--- src/rtl/timer_mmss.sv ---
// timer_mmss: BCD mm:ss stopwatch counting synchronised 1 Hz ticks under debounced start/stop and clear keys
module timer_mmss #(
  parameter int DEBOUNCE_CYCLES = 250000,
  parameter int DB_W = 18
) (
  input  logic       MCLK,
  input  logic       RST_N,
  input  logic       CLK_SEC,
  input  logic       KEY_SS_N,
  input  logic       KEY_CLR_N,
  output logic [3:0] MIN_T,
  output logic [3:0] MIN_U,
  output logic [3:0] SEC_T,
  output logic [3:0] SEC_U,
  output logic       RUNNING,
  output logic       WRAP
);
  typedef enum logic [1:0] {IDLE, RUN, PAUSE} state_t;
  state_t state;
  logic [2:0] sec_sh;
  logic tick;
  logic [1:0] keys, fall, press;
  logic [2:0] key_sh [2];
  logic [DB_W-1:0] lock [2];
  logic su_w, st_w, mu_w, mt_w;
  assign keys = {KEY_CLR_N, KEY_SS_N};
  assign su_w = SEC_U == 4'd9;
  assign st_w = su_w && SEC_T == 4'd5;
  assign mu_w = st_w && MIN_U == 4'd9;
  assign mt_w = mu_w && MIN_T == 4'd5;
  // a press is a synchronised falling edge seen while that key is not locked out
  always_comb
    for (int i = 0; i < 2; i++) fall[i] = ~key_sh[i][1] & key_sh[i][2] & (lock[i] == '0);
  // CLK_SEC synchroniser (sh[1:0]) and previous-value flop (sh[2]); tick is registered
  always_ff @(posedge MCLK or negedge RST_N)
    if (!RST_N) begin
      sec_sh <= '0;
      tick <= 1'b0;
    end else begin
      sec_sh <= {sec_sh[1:0], CLK_SEC};
      tick <= sec_sh[1] & ~sec_sh[2];
    end
  // key synchronisers, registered press pulses and lockout counters
  always_ff @(posedge MCLK or negedge RST_N)
    if (!RST_N) begin
      for (int i = 0; i < 2; i++) begin
        key_sh[i] <= '1;
        lock[i] <= '0;
      end
      press <= '0;
    end else begin
      for (int i = 0; i < 2; i++) begin
        key_sh[i] <= {key_sh[i][1:0], keys[i]};
        lock[i] <= fall[i] ? DB_W'(DEBOUNCE_CYCLES) : lock[i] - DB_W'(lock[i] != '0);
      end
      press <= fall;
    end
  // control FSM with BCD cascade; clear wins over start/stop and tick
  always_ff @(posedge MCLK or negedge RST_N)
    if (!RST_N) begin
      state <= IDLE;
      {MIN_T, MIN_U, SEC_T, SEC_U} <= '0;
      RUNNING <= 1'b0;
      WRAP <= 1'b0;
    end else begin
      WRAP <= 1'b0;
      if (press[1]) begin
        state <= IDLE;
        {MIN_T, MIN_U, SEC_T, SEC_U} <= '0;
        RUNNING <= 1'b0;
      end else begin
        if (tick && state == RUN) begin
          SEC_U <= su_w ? 4'd0 : SEC_U + 4'd1;
          SEC_T <= st_w ? 4'd0 : su_w ? SEC_T + 4'd1 : SEC_T;
          MIN_U <= mu_w ? 4'd0 : st_w ? MIN_U + 4'd1 : MIN_U;
          MIN_T <= mt_w ? 4'd0 : mu_w ? MIN_T + 4'd1 : MIN_T;
          WRAP <= mt_w;
        end
        if (press[0]) begin
          state <= state == RUN ? PAUSE : RUN;
          RUNNING <= state != RUN;
        end
      end
    end
endmodule

--- config.mk ---
export PLATFORM = sky130hd
export DESIGN_NAME = timer_mmss
export DESIGN_NICKNAME = d
export VERILOG_FILES = /design/src/rtl/timer_mmss.sv
export SDC_FILE = /design/constraint.sdc
export NUM_CORES = 1
export LEC_CHECK = 0
export CAP_MARGIN = 20
export CORE_UTILIZATION = 30
export CTS_CLUSTER_SIZE = 20
export DETAILED_ROUTE_END_ITERATION = 6
export HOLD_SLACK_MARGIN = 0.12
export PLACE_DENSITY = 0.55
export SYNTH_ARGS = -nofsm -noshare
export SYNTH_HDL_FRONTEND = slang
export SYNTH_SLANG_ARGS = --single-unit
--- constraint.sdc ---
create_clock -name MCLK -period 3.36 [get_ports MCLK]
set_input_delay 0.672 -clock MCLK [delete_from_list [all_inputs] [get_ports MCLK]]
set_output_delay 0.672 -clock MCLK [all_outputs]
set_load 0.02 [all_outputs]
== Word level (Yosys, flattened, before mapping) ==
Cells that the tools add are included.

* $add $sub $neg: 6
* $mul: 0
* Div/mod/pow operators: 0
* Magnitude comparators: 0
* Equal/unequal tests: 6
* Shifts and indexed selects: 0
* Multiplexer cells: 24
* Bitwise gates (word level): 8
* Reduce and logical (&&, ||, !) cells: 16

{| class="wikitable"
|+ Operator list
! operator !! count
|-
| $mux 4 || 15
|-
| $logic_not 18->1 || 2
|-
| $mux 18 || 2
|-
| $reduce_bool 18->1 || 2
|-
| $sub 18x1->18 || 2
|-
| $add 4x1->4 const B || 4
|-
| $reduce_bool 3->1 || 3
|-
| $eq 4x3->1 const B || 2
|-
| $eq 4x4->1 const B || 2
|-
| $mux 2 || 3
|-
| $reduce_and 2->1 || 3
|-
| $and 1x1->1 || 5
|-
| $logic_and 1x1->1 || 4
|-
| $mux 1 || 4
|-
| $reduce_bool 2->1 || 2
|-
| $not 1->1 || 3
|-
| $eq 2x1->1 const B || 1
|-
| $ne 2x1->1 const B || 1
|}

* Register bits: 68
* Bits in latches: 0
* Memory bits (writable): 0
* Memory bits (read-only): 0
* Input port bits: 5
* Output and inout port bits: 18
* Word-level logic and storage cells: 74
* Memories kept: 0

== Longest topological paths before layout ==
Gate-level depths: netlist (run 1).

* Depth after elaboration: 7
* Gate-level depth with buffers: 9
* Depth with buffers taken out: 9

== Least setup slack after synthesis (run 1) ==
Ideal clock, no wire load.

* Kind: flip-flop to flip-flop
* From: reg lock[26] in the netlist's numbering
* To: reg lock[34] in the netlist's numbering
* Setup time: 0.140 ns
* Arrival: 2.132 ns
* Required time: 3.220 ns
* Slack: 1.089 ns
* Stages on the path, launching flop included: 10
* Path buffers: 0
* Period minus slack after synthesis: 2.271 ns
* Cell sequence: dfrtp_1 -> or4_4 -> nor3_1 -> nand3_1 -> ha_1 -> ha_1 -> nor3b_1 -> nand2_1 -> or3_1 -> nand3_1

* Cells in the longest elaborated chain, start to end: 3
* Elaborated cells between the ends (all ways): 5
* Classes of those cells: 1 x add/sub; 1 x mux; 1 x bitwise; 2 x reduce/logical

{| class="wikitable"
|+ RTL lines
! item !! line !! RTL
|-
| start: declaration || 24 || <nowiki>logic [DB_W-1:0] lock [2];</nowiki>
|-
| start signal: indexed assignment || 54 || <nowiki>lock[i] <= fall[i] ? DB_W'(DEBOUNCE_CYCLES) : lock[i] - DB_W'(lock[i] != '0);</nowiki>
|-
| $reduce_bool 18->1 / $logic_not 18->1 (equally long branches) || 54, 33 ||
|-
| $sub 18x1->18 / $and 1x1->1 (equally long branches) || 54, 33 ||
|-
| $mux 18 * || 54 ||
|}

Every way passes the cells marked *; elsewhere a longest branch is shown, timed or not.
A chain may end at the register's enable or synchronous reset.

== Worst setup path in the final report (run 1) ==
* From: reg lock[26] in the netlist's numbering
* To: reg lock[32] in the netlist's numbering

The elaborated chain is that of the path after synthesis.

==> impl_metrics.toml, run 1 <==
[global_routing]
gr-total-overflow = 0
track_usage = 0.115
first_global_vias = 2210
grt_antenna_before_repair = 0
grt_max_degree = 60
grt_pass1_wl_um = 10200

[placed_design]
gp_congestion = 0.735
place_area_mm2 = 0.00352
pre_cts_slack_ps = 874
io_buffers = 22
dpl.hpwl_um = 3890

[die]
start_util = 0.307
rows = 37
die_x_um = 105
die-area_mm2 = 0.0109
ios = 23
core_area_mm2 = 0.0103
fp.dieH_um = 105

[cts]
clock_sinks = 67
clk_pin_slew_worst_paths_ps = 80
clk_path_buf_depth = 2
h-tree-depth = 3
clockRootBuffer = "clkbuf_8"
cts_tree = "built"
cts_resized = 0
cts_buffers = 9
postCtsSetupBuffers = 0
clock_latency_ps = 340
cts_hold_buf = 0

[sta]
setup-tns-final_ps = 0
max-slew-margin-rel = 0.522
worst_pin_slew_ps = 716
hold_violations = 0
whs_ps = 174
slew_viol_final = 0
skew_ps = 8.67
post-route-min-period_ps = 2500
finalSetupViolCount = 0
setup_ws_ps = 859
grt_setup_unrepaired = "false"
fmax_mhz = 400
fin_crit_sh = 0.744

[setup_path]
worstReg2RegEnd = "lock[32]"
cp_cell_sequence = "or4_4, nor3_1, nand3_1, ha_1, ha_1, nor3b_1, nand2_1, or3_1, nand3_1"
crit_required_ps = 3570
ff2ff_setup_slack_ps = 860
slowest_delay_ps = 580
reg2reg_depth = 9
crit_type = "reg -> reg"
timing.rr.start = "lock[26]"
critPathArrivalTime_ps = 2710
worst_setup_path_end_kind = "flop"
startpoint_type = "flop"
crit_path_top_delay_cell = "or4_4"
path_max_fanout = 6

[worst_hold_path]
hold_path.class = "in -> async"

[detailed_routing]
vias = 2268
drc = 0
wire_per_inst_um = 12.3
detail-route-antenna-nets = 0
wl_met1_um = 2780
met3_wirelength_um = 309
via_per_inst = 4.83
dr.pass1.iters = 4
routed_wl_um = 5790
dr.max_layer_used = "met4"
drt_iter0_drc = 110
wl_met2_um = 2660

[pwr]
power.density_mw_per_mm2 = 681
p_leak_nw = 1.53
peakVddDrop_v = 0.000266

[synth]
synth_top_cell_area_share = 0.484
yosysSeqAreaShare = 0.533
syn_area_mm2 = 0.00316
synth-seq-cells = 67
synth-edff-count = 0
synth_nets = 316
ys_types = 42
postSynthCellCount = 301
yosysWarnings = 0
synthFlopType = "dfrtp_1"
synth.avg_cell_area_um2 = 10.5
yosysTopAreaCell = "dfrtp_1"
synthArstFlopShare = 1.00
synth_area_leaders = "dfrtp_1 48%, dfstp_2 5.0%, xor2_1 4.7%"

[cells_and_area]
syn_to_final_growth_pct = 19.5
diodes = 0
final_cell_mix = "61 x dfrtp_1, 39 x nor2_1, 21 x clkdlybuf4s50_1, 19 x nand2_1, 18 x nand3_1"
fillers = 1033
post-route-util = 0.367
finalNetCount = 344
seqCellArea_mm2 = 0.00168
drive_gt1_frac = 0.105
final_cell_area_mm2 = 0.00377
multi_input_area_mm2 = 0.00141
final_common_cell = "dfrtp_1"

[run_status]
status = "complete, no violations"

[flow_run]
drv_cap = 0
area by class of cell:
class                      instances  share of cell area
multi-input combinational        218               0.373
clock inverter                     6              0.0295
sequential                        67               0.447
timing repair buffer              23              0.0591
clock buffer                      10              0.0365
tap                              136              0.0451
inverter                          10             0.00995
how the worst max path moves through the flow:
stage / from / end / slack (ps) / cells after the start
after floorplan: lock[26] / lock[34] / 1090 / 9
after global placement: lock[26] / lock[26] / 920 / 9
after detailed placement: lock[26] / lock[32] / 870 / 9
after CTS: lock[26] / lock[26] / 840 / 9
after global routing: lock[26] / lock[32] / 670 / 9
final: lock[26] / lock[32] / 860 / 9
report_power, final:
group / internal, mW / switching, mW
Clock: 0.514 / 0.317
Sequential: 0.987 / 0.219
Combinational: 0.263 / 0.266
Total: 1.76 / 0.802
metrics by stage:
stage | instances | power [mW]
finish | 470 | 2.57
global route | 470 | 2.74
detailed placement | 454 | 1.76
floorplan | 301 | 1.58
global placement | 454 | 1.74
CTS | 470 | 2.61
sequential cells by signal, indices dropped and copies added (netlist names):
signal,count
lock,36
key_sh,6
MIN_T,4
MIN_U,4
SEC_T,4
SEC_U,4
sec_sh,3
press,2
state,2
WRAP,1
tick,1
cell families after synthesis:
logic type | after synthesis | synth area share
fa+ha+maj | 10 | 0.0396
mux | 2 | 0.00634
xor+xnor | 24 | 0.0666
buf+inv | 16 | 0.0206
compound gates | 30 | 0.0551
simple gates | 152 | 0.278
flops | 67 | 0.533
synthesized netlist by cell type (2+ instances only):
master,n
dfstp_2,6
nor3b_1,4
nand2b_1,3
inv_2,2
nor3_1,7
nand2_1,19
ha_1,10
inv_1,8
a21oi_1,13
o31ai_1,6
nor4_1,6
mux2i_1,2
xnor2_1,7
dfrtp_1,61
or4_1,8
or3_1,8
xor2_1,17
clkbuf_1,4
and3b_1,5
nor2_1,39
nand3b_1,4
nor2b_1,7
nand3_1,18
nand4b_1,6
nand4_1,4
o21ai_0,9
nor4b_1,2
nor4_2,2
routing by layer:
metal	global-route usage	up-vias
li1	-	1123
met1	0.143	1098
met2	0.185	41
met3	0.0437	6
met4	0.0362	0
met5	0	-
critical path, delay by kind of cell (launching register included):
| kind | cells | cell delay, ps |
|---|---|---|
| fa+ha+maj | 2 | 480 |
| simple gates | 7 | 1490 |
| flops | 1 | 410 |
Power figures use the tool's default switching activity.
==> inputs of run 2 (changes only) <==
Clock period 3.36 ns to 2.4 ns, I/O delays scaled along.
==> impl_metrics.toml, run 2 (synthesis gave the netlist of run 1 again) <==
[run_status]
status = "complete, no violations"

[flow_run]
drv_cap = 0

[detailed_routing]
wire_per_inst_um = 12.6
drc = 0
vias = 2328
drt_iter0_drc = 111
detail-route-antenna-nets = 0
dr.pass1.iters = 6
routed_wl_um = 6160
via_per_inst = 4.77

[setup_path]
startpoint_type = "flop"
critPathArrivalTime_ps = 2540
worst_setup_path_end_kind = "flop"
crit_type = "reg -> reg"
path_max_fanout = 4
crit_required_ps = 2620

[placed_design]
place_area_mm2 = 0.00365
io_buffers = 22
dpl.hpwl_um = 4000
gp_congestion = 0.724

[sta]
max-slew-margin-rel = 0.569
fmax_mhz = 432
fin_crit_sh = 0.965
worst_pin_slew_ps = 647
slew_viol_final = 0
finalSetupViolCount = 0
post-route-min-period_ps = 2320
hold_violations = 0
skew_ps = 11.5

[cells_and_area]
largest_register_ffs = 36
syn_to_final_growth_pct = 25.4
final_common_cell = "dfrtp_1"
regMostFlops = "lock"
fillers = 1037
final_cell_area_mm2 = 0.00396
largestRegisters = "lock (36), key_sh (6)"
drive_gt1_frac = 0.168
post-route-util = 0.385
finalNetCount = 362
diodes = 0
final_cell_mix = "61 x dfrtp_1, 39 x nor2_1, 21 x clkdlybuf4s50_1, 18 x nand2_1, 18 x buf_4"

[die]
rows = 37
start_util = 0.307
ios = 23
die_x_um = 105
die-area_mm2 = 0.0109
core_area_mm2 = 0.0103
fp.dieH_um = 105

[pwr]
peakVddDrop_v = 0.000449
p_leak_nw = 1.63
power_mw = 3.74
power.density_mw_per_mm2 = 944

[global_routing]
grt_pass1_wl_um = 10600
grt_max_degree = 68
gr-total-overflow = 0
grt_antenna_before_repair = 0
track_usage = 0.120
first_global_vias = 2251

[cts]
cts_buffers = 9
clock_latency_ps = 340
cts_hold_buf = 0
clockRootBuffer = "clkbuf_8"
cts_tree = "built"
clock_sinks = 67
clk_pin_slew_worst_paths_ps = 70
clk_path_buf_depth = 2
h-tree-depth = 3

[worst_hold_path]
hold_path.class = "in -> async"
run 2: changes by cell type in the layout (fill, tap and decap cells not counted), sizes merged:
cell and delta:
buf +18, clkbuf +2, clkinvlp -1, inv -1
run 2: worst max-delay path, stage by stage, from the launching register on:
cell	delay [ps]
dfrtp_1	400
or4_4	550
nor3_4	240
nand3_2	130
ha_4	190
ha_1	190
nor3b_2	180
nand3b_1	110
xor2_1	160
nand2_1	60
run 2: what timing repair did:
item	in CTS	in global routing
buffers inserted	0	2
pin swaps	0	6
gates resized for setup	1	10
setup endpoints to repair	1	9
run 2: through the flow:
step	TNS [ps]	hold slack, ps	setup slack [ps]	std cells
6_report	0	143	84.5	488
3_3_place_gp	0	346	70.2	470
5_1_grt	-92.5	162	-45.1	488
2_1_floorplan	0	184	129	301
3_5_place_dp	0	349	27.1	470
4_1_cts	0	162	62.6	486
run 2: power by group:
group / switching [mW] / internal [mW]
Sequential: 0.261 / 1.38
Combinational: 0.475 / 0.493
Clock: 0.435 / 0.694
Total: 1.17 / 2.57
run 2: final timing paths:
check | startpoint | end | slack (ps) | cells after the start
setup / recovery | lock[31] | lock[30] | 80 | 9
hold / removal | RST_N | lock[6] | 140 | 2
setup reg to reg | lock[31] | lock[30] | 80 | 9
hold reg to reg | key_sh[3] | key_sh[4] | 360 | 0
max in group asynchronous | RST_N | key_sh[0] | 1910 | 2
min in group MCLK | key_sh[3] | key_sh[4] | 360 | 0
run 2: area by class of cell:
type / count / area (µm²) / area share
repair buffers: 41 / 370 / 0.0935
clock buffers: 12 / 135 / 0.0341
well taps: 136 / 170 / 0.0430
flip-flops and latches: 67 / 1680 / 0.425
inverters: 10 / 37.5 / 0.00948
multi-input cells: 218 / 1460 / 0.370
clock inverters: 4 / 98.8 / 0.0250
run 2: layer usage:
layer	global-route usage	routed length, µm	vias to the layer above
met3	0.0387	233	6
met5	0	0	-
met1	0.157	2970	1129
li1	-	-	1157
met4	0.0332	52	0
met2	0.192	2910	36
